`src/rtl/burst_request_sequencer.sv`:
```
// burst_request_sequencer: splits a multi-word write request into BURST_LEN-word
// BurstMode transactions, feeding DataIn from an internal data FIFO.
// Optional feature macro: BURST_SEQ_TIMEOUT_EN (CE-to-Done watchdog, drives Error).
module burst_request_sequencer #(
    parameter int ADDR_W         = 20,
    parameter int DATA_W         = 16,
    parameter int BURST_LEN      = 4,
    parameter int FIFO_DEPTH     = 8,
    parameter int CNT_W          = 12,
    parameter int TIMEOUT_CYCLES = 64
) (
    input  logic              CLK,
    input  logic              RST,
    input  logic              ReqValid,
    output logic              ReqReady,
    input  logic [ADDR_W-1:0] ReqAddress,
    input  logic [CNT_W-1:0]  ReqWords,
    input  logic [DATA_W-1:0] WrData,
    input  logic              WrValid,
    output logic              WrReady,
    output logic              Busy,
    output logic              SeqDone,
    output logic              Underrun,
    output logic              Error,
    output logic [DATA_W-1:0] DataIn,
    output logic [ADDR_W-1:0] AddressIn,
    output logic              CE,
    input  logic              Yield,
    input  logic              Done
);

    localparam int LG_BURST = $clog2(BURST_LEN);
    localparam int PTR_W    = $clog2(FIFO_DEPTH);

    if (FIFO_DEPTH < BURST_LEN || TIMEOUT_CYCLES < 2) begin : gBadParams
        $error("burst_request_sequencer: FIFO_DEPTH must be >= BURST_LEN and TIMEOUT_CYCLES >= 2");
    end

    typedef enum logic [2:0] {
        sIdle, sFill, sIssue, sWait, sNext, sFinish
    } seqState_t;

    seqState_t state, nextState;

    logic              rstSeen;
    logic [ADDR_W-1:0] addrReg;
    logic [CNT_W-1:0]  burstsLeft;
    logic [CNT_W-1:0]  reqBursts;
    logic              underrunReg;
    logic              accept;
    logic              timeoutHit;

    logic [DATA_W-1:0] mem [FIFO_DEPTH];
    logic [PTR_W-1:0]  wrPtr, rdPtr;
    logic [PTR_W:0]    fifoCount;
    logic [DATA_W-1:0] dataHold;
    logic              fifoEmpty, push, pop;

    assign reqBursts = ReqWords >> LG_BURST;
    assign accept    = ReqValid & ReqReady;
    assign fifoEmpty = (fifoCount == '0);
    assign push      = WrValid & WrReady;
    assign pop       = (state == sWait) & Yield & ~fifoEmpty;

    assign ReqReady  = (state == sIdle) & ~rstSeen;
    assign WrReady   = (fifoCount != (PTR_W+1)'(FIFO_DEPTH));
    assign Busy      = (state != sIdle);
    assign SeqDone   = (state == sFinish);
    assign CE        = (state == sIssue);
    assign Underrun  = underrunReg;
    assign AddressIn = addrReg;
    // When empty, DataIn keeps showing the last word handed to BurstMode.
    assign DataIn    = fifoEmpty ? dataHold : mem[rdPtr];

    // State register; rstSeen keeps ReqReady low for the cycle RST is sampled high.
    always_ff @(posedge CLK) begin
        rstSeen <= RST;
        if (RST) state <= sIdle;
        else     state <= nextState;
    end

    // Next-state logic.
    always_comb begin
        nextState = state;
        case (state)
            sIdle:   if (accept) nextState = (reqBursts == '0) ? sFinish : sFill;
            sFill:   if (fifoCount >= (PTR_W+1)'(BURST_LEN)) nextState = sIssue;
            sIssue:  nextState = sWait;
            sWait: begin
                if (Done)            nextState = sNext;
                else if (timeoutHit) nextState = sFinish;
            end
            sNext:   nextState = (burstsLeft == CNT_W'(1)) ? sFinish : sFill;
            sFinish: nextState = sIdle;
            default: nextState = sIdle;
        endcase
    end

    // Request address / burst counter and sticky underrun flag.
    always_ff @(posedge CLK) begin
        if (RST) begin
            addrReg     <= '0;
            burstsLeft  <= '0;
            underrunReg <= 1'b0;
        end else begin
            if (accept) begin
                addrReg     <= ReqAddress;
                burstsLeft  <= reqBursts;
                underrunReg <= 1'b0;
            end
            if (state == sNext) begin
                addrReg    <= addrReg + ADDR_W'(BURST_LEN);
                burstsLeft <= burstsLeft - CNT_W'(1);
            end
            if (state == sWait && Yield && fifoEmpty) underrunReg <= 1'b1;
        end
    end

    // FIFO pointers and occupancy; a watchdog abort flushes like reset.
    always_ff @(posedge CLK) begin
        if (RST || timeoutHit) begin
            wrPtr     <= '0;
            rdPtr     <= '0;
            fifoCount <= '0;
        end else begin
            if (push) wrPtr <= wrPtr + PTR_W'(1);
            if (pop)  rdPtr <= rdPtr + PTR_W'(1);
            case ({push, pop})
                2'b10:   fifoCount <= fifoCount + (PTR_W+1)'(1);
                2'b01:   fifoCount <= fifoCount - (PTR_W+1)'(1);
                default: fifoCount <= fifoCount;
            endcase
        end
    end

    // FIFO storage (no reset needed; reads are masked by fifoEmpty).
    always_ff @(posedge CLK) begin
        if (push) mem[wrPtr] <= WrData;
    end

    // Last popped word, shown on DataIn while the FIFO is empty.
    always_ff @(posedge CLK) begin
        if (RST)      dataHold <= '0;
        else if (pop) dataHold <= mem[rdPtr];
    end

`ifdef BURST_SEQ_TIMEOUT_EN
    localparam int WD_W = $clog2(TIMEOUT_CYCLES + 1);

    logic [WD_W-1:0] wdCount;
    logic            errorReg;

    // wdCount equals cycles since CE while in WAIT; abort lands FINISH TIMEOUT_CYCLES after CE.
    assign timeoutHit = (state == sWait) & ~Done & (wdCount == WD_W'(TIMEOUT_CYCLES - 1));
    assign Error      = errorReg;

    // Watchdog counter and sticky error flag.
    always_ff @(posedge CLK) begin
        if (RST) begin
            wdCount  <= '0;
            errorReg <= 1'b0;
        end else begin
            if (state == sIssue)     wdCount <= WD_W'(1);
            else if (state == sWait) wdCount <= wdCount + WD_W'(1);
            if (accept)     errorReg <= 1'b0;
            if (timeoutHit) errorReg <= 1'b1;
        end
    end
`else
    assign timeoutHit = 1'b0;
    assign Error      = 1'b0;
`endif

endmodule
```
`config.mk`:
```
export PLATFORM = sky130hd
export DESIGN_NAME = burst_request_sequencer
export DESIGN_NICKNAME = d
export VERILOG_FILES = /design/src/rtl/burst_request_sequencer.sv
export SDC_FILE = /design/constraint.sdc
export NUM_CORES = 1
export LEC_CHECK = 0
export ABC_AREA = 1
export BUFFER_PORTS_ARGS = -buffer_cell sky130_fd_sc_hd__buf_2
export CAP_MARGIN = 20
export CORE_MARGIN = 2
export CORE_UTILIZATION = 65
export CTS_BUF_LIST = sky130_fd_sc_hd__clkbuf_8
export DETAILED_ROUTE_END_ITERATION = 10
export PLACE_DENSITY = 0.95
export SLEW_MARGIN = 10
export SYNTH_ARGS = -nofsm -noshare
export SYNTH_HDL_FRONTEND = slang
export SYNTH_SLANG_ARGS = --single-unit
```
`constraint.sdc`:
```
create_clock -name CLK -period 5.05 [get_ports CLK]
set_clock_uncertainty 0.2 [all_clocks]
set_input_delay 0.505 -clock CLK [delete_from_list [all_inputs] [get_ports CLK]]
set_output_delay 0.505 -clock CLK [all_outputs]
set_load 0.01 [all_outputs]
```
; Word-level counts from Yosys, hierarchy flattened
; Memory sizes are Yosys's and may differ from the RTL's. A register that Yosys moved wholly into a read port is not among the register bits.
; Index checks and enable logic that the tools add are counted.
[word_totals]
inputBits = 54
register_bits = 63
elab_cells = 64
memories = 1
mem_bits_rw = 128
output_inout_bits = 43
[memory_table]
columns = name, depth, word_bits, read_ports, rd_ports_with_merged_regs, write_ports, line
row1 = mem, 8, 16, 1, 1, 1, 53  ; logic [DATA_W-1:0] mem [FIFO_DEPTH];
[classes]
bitwise_logic = 7
n_mux = 18
n_addsub = 6
n_eq_ne = 12
magnitude_cmp = 1
reduce_logical = 10
[ops]
columns = cell, n
row1 = $mux W20, 2
row2 = $mux W12, 2
row3 = $mux W3, 7
row4 = $add A20 B3 Y20 const B, 1
row5 = $mux W16, 1
row6 = $pmux W3 S5, 1
row7 = $eq A12 B1 Y1 const B, 1
row8 = $logic_not A12 Y1, 1
row9 = $sub A12 B1 Y12 const B, 1
row10 = $pmux W4 S2, 1
row11 = $add A3 B1 Y3 const B, 2
row12 = $eq A3 B2 Y1 const B, 2
row13 = $eq A3 B3 Y1 const B, 2
row14 = $ne A2 B2 Y1 const B, 3
row15 = $reduce_bool A2 Y1, 3
row16 = $and A1 B1 Y1, 5
row17 = $add A4 B1 Y4 const B, 1
row18 = $ge A4 B3 Y1 const B, 1
row19 = $logic_not A4 Y1, 1
row20 = $mux W1, 4
row21 = $ne A4 B4 Y1 const B, 1
row22 = $sub A4 B1 Y4 const B, 1
row23 = $eq A3 B1 Y1 const B, 1
row24 = $logic_not A3 Y1, 1
row25 = other kinds (6), 8

; Depth between registers and ports, before layout
[depth]
word_depth = 5
depth_mapped = 16
depth_no_buf = 15

; Least setup slack after synthesis
; No wires, ideal clock.
[synth_path]
path_kind = register -> register
from = reg state[0]
to = reg fifoCount[2]
required_time_ps = 4735
path_slack_ps = 2715
path_stages_with_launch = 13
period_less_slack_ps = 2335
setup_time_ps = 115
arrival_time_ps = 2020
path_buffers = 1
cell_sequence = dfxtp_1 > nand3_1 > nor2_1 > nand2_1 > inv_2 > buf_2 > ha_1 > xor2_1 > ha_1 > a21oi_1 > xnor2_1 > o21ai_0 > inv_1
[synth_between]
elab_chain_cells = 5
word_cells_on_any_way = 7
cone_classes = 3 x eq/ne / 1 x mux / 2 x bitwise / 1 x reduce/logical
[synth_lines]
columns = item, line
row1 = from (decl), 43  ; seqState_t state, nextState;
row2 = from (signal assigned), 78  ; if (RST) state <= sIdle;
row3 = from (signal assigned), 79  ; else state <= nextState;
row4 = $eq A3 B2 Y1 (*), 63  ; assign pop = (state == sWait) & Yield & ~fifoEmpty;
row5 = $and A1 B1 Y1 (*) (2 in series), 63
row6 = net pop, 57  ; logic fifoEmpty, push, pop;
row7 = $eq A2 B1 Y1 / $eq A2 B2 Y1 (equally long branches), 128  ; case ({push, pop})
row8 = $pmux W4 S2 / $reduce_bool A2 Y1 (equally long branches), n/a
row9 = to (signal assigned), 129  ; 2'b10: fifoCount <= fifoCount + (PTR_W+1)'(1);
row10 = to (signal assigned), 130  ; 2'b01: fifoCount <= fifoCount - (PTR_W+1)'(1);
row11 = to (signal assigned), 131  ; default: fifoCount <= fifoCount;
row12 = to (decl), 55  ; logic [PTR_W:0] fifoCount;
; The timed path passes the listed nets; every way through them passes the cells marked *.
; A chain may end at the register's enable or synchronous reset.

==> qor.yml <==
timing:
  fmaxAchievable_mhz: 280
  final-setup-viol-count: 0
  rsz0062_at_grt: "false"
  drv_slew: 0
  worst_pin_slew_ps: 1000
  whs_ps: 40.3
  hold_viol_final: 0
  setup_slack_ps: 1470
  tns_ps: 0
  fin_crit_ps: 3580
  min_period_over_period_pct: 70.8
  max-slew-margin-rel_pct: 32.9
critical_path:
  worstPathRequired_ps: 4350
  cp.arrival_ps: 2870
  path_cells: "buf_4 > o21ai_0 > o211ai_1 > o21ai_0 > o21ai_0 > buf_2"
  critPathMostFrequentCell: "o21ai_0"
  reg2reg_depth: 12
  r2r_slack_ps: 2130
  path_max_fanout: 45
  slowest_stage: "dfxtp_1"
  endpoint: "DataIn[12]"
  regToRegStartpoint: "state[2]$_SDFFE_PP0P_"
  r2r-end: "fifoCount[2]$_SDFFE_PP0P_"
  end_kind: "output pin"
  start_kind: "flop"
  slowest_delay_ps: 770
  worstSetupPathType: "flop to output pin"
global_routing:
  grt_pass1_vias: 6727
  grt_pass1_wl_um: 32800
  grt_use_total_pct: 29.8
  antenna_found_initial: 3
  grt_max_degree: 65
  grt-ovfl-total: 0
logic_synthesis:
  synthCells: 935
  synth_edf_count: 128
  seq_area_frac_synth_pct: 60.2
  yosysWarnings: 0
  syn_area_sq_um: 8580
  synth.distinct_cells: 33
  synth_common_cells: "181 x nor2_1, 148 x o21ai_0, 134 x nand2_1, 128 x edfxtp_1, 66 x dfxtp_1"
  syn_avg_cell_area_sq_um: 9.18
  synth_flop_cell: "edfxtp_1"
  ys_ff_latch: 194
  syn-num-nets: 997
  synth_most_common_cell: "nor2_1"
  synth_top_cell_by_area: "edfxtp_1"
  synthTopCellsByArea: "edfxtp_1 45%, dfxtp_1 15%, o21ai_0 8.6%, nor2_1 7.9%, nand2_1 5.9%"
  synth_top_area_share_pct: 44.8
  ys_async_sr_fraction_pct: 0
place:
  io_buffers: 93
  place_ws_ps: 2100
  post_dp_cell_area_sq_um: 9140
  dp.cells: 1166
  hpwlAfterDp_um: 12800
  place_congestion: 0.913
clocking:
  postCtsHoldBufs: 0
  cts_resized: 0
  cts_made_buffers: 17
  post_cts_buffers: 0
  cts.sinks: 194
  cts_root_buf: "clkbuf_8"
  cts_tree: "built"
  clk_pin_slew_ps: 90
  clockBufferDepth: 2
  insertion_delay_ps: 490
  cts_max_level: 4
hold_path:
  hold_depth: 3
  hold_class: "input pin to flop"
  hp-start: "ReqAddress[0]"
floorplanning:
  num_rows: 41
  io_pins: 97
  die_h_um: 119
  dieArea_sq_um: 14100
  start_util_pct: 67.2
  die_w_um: 119
  coreArea_sq_um: 12800
power:
  power_mw: 3.34
  leakagePower_nw: 3.67
  p_per_area_nw_per_um2: 348
  irDropWorstVdd_mv: 0.299
drt:
  wl_per_cell_um: 17.3
  ant_nets: 0
  drtIter0Drc: 1033
  dr.pass1.iters: 7
  num_vias: 7206
  wirelength_um: 20800
  drc: 0
  viasPerCell: 6.00
layout:
  fin_area_sq_um: 9600
  drive_gt1_share_pct: 14.0
  fillers: 808
  multi_input_area_sq_um: 2960
  final-seq-area_sq_um: 5170
  syn_to_final_growth_pct: 11.8
  finalNetCount: 1077
  fin_cells: 1201
  utilization_pct: 75.1
job:
  cap_viol_max_count: 0
run_status:
  status: "completed"
==> registers in the layout (all words and copies together), names as in the netlist, named ones only <==
| register | cells |
|---|---|
| AddressIn | 20 |
| Underrun | 1 |
| burstsLeft | 12 |
| dataHold | 16 |
| fifoCount | 4 |
| mem | 128 |
| rdPtr | 3 |
| rstSeen | 1 |
| state | 3 |
| wrPtr | 3 |
==> report_power, final <==
| part | switching, mW | leakage, nW | internal, mW | total [mW] |
|---|---|---|---|---|
| combinational | 0.312 | 1.74 | 0.156 | 0.468 |
| clock | 0.552 | 0.224 | 0.504 | 1.06 |
| sequential | 0.0610 | 1.70 | 1.75 | 1.82 |
==> cell type report <==
type                       instances  area share, %
sequential                       194           53.8
clock buffer                      18           2.58
tap                              172           2.24
clock inverter                    14           1.73
timing repair buffer             105           6.08
antenna                            1         0.0261
multi-input combinational        629           30.8
inverter                          68           2.69
==> how the worst min path moves through the flow <==
stage          slack, ps                   endpoint
2_1_floorplan        210                       flop
3_3_place_gp         220                       flop
3_5_place_dp         240                       flop
4_1_cts               50  AddressIn[0]$_SDFFE_PP0P_
5_1_grt               80        mem[6][5]$_DFFE_PP_
6_report              40  AddressIn[0]$_SDFFE_PP0P_
==> metal layers <==
layer | vias up | track usage [%] | share of wire, %
met1 | 3333 | 37.5 | 38
met4 | 2 | 13.2 | 2.7
met3 | 58 | 6.23 | 9.5
li1 | 3343 | - | -
met2 | 470 | 49.7 | 50
met5 | - | 0 | 0.062
==> critical path, delay by kind of cell (launching register included) <==
kind | cells | cell delay, ps
flops | 1 | 770
compound gates | 4 | 880
buf+inv | 2 | 710
==> cells in the final DEF (no fill, tap or decap), drive strengths merged <==
master | synthesis | final
edfxtp | 128 | 128
o22ai | 1 | 1
inv | 68 | 75
clkinv | 0 | 4
or2 | 1 | 1
o221ai | 1 | 1
nand3 | 37 | 37
nand2 | 137 | 137
nor3 | 7 | 7
dfxtp | 66 | 66
nand4 | 10 | 10
a211oi | 1 | 1
diode | 0 | 1
o21ai | 159 | 159
o211ai | 21 | 21
clkbuf | 24 | 18
xnor2 | 1 | 1
ha | 8 | 8
buf | 20 | 105
a31oi | 3 | 3
xor2 | 7 | 7
bufinv | 0 | 3
nor2 | 183 | 183
a21oi | 51 | 51
conb | 1 | 1
==> logic make-up after synthesis <==
logic type	share of synthesized area [%]
simple gates	17.9
fa+ha+maj	1.17
flops	60.2
xor+xnor	0.816
buf+inv	5.36
compound gates	14.6
other cells	0.0437
Note: power is estimated with default switching activity, not from simulation.
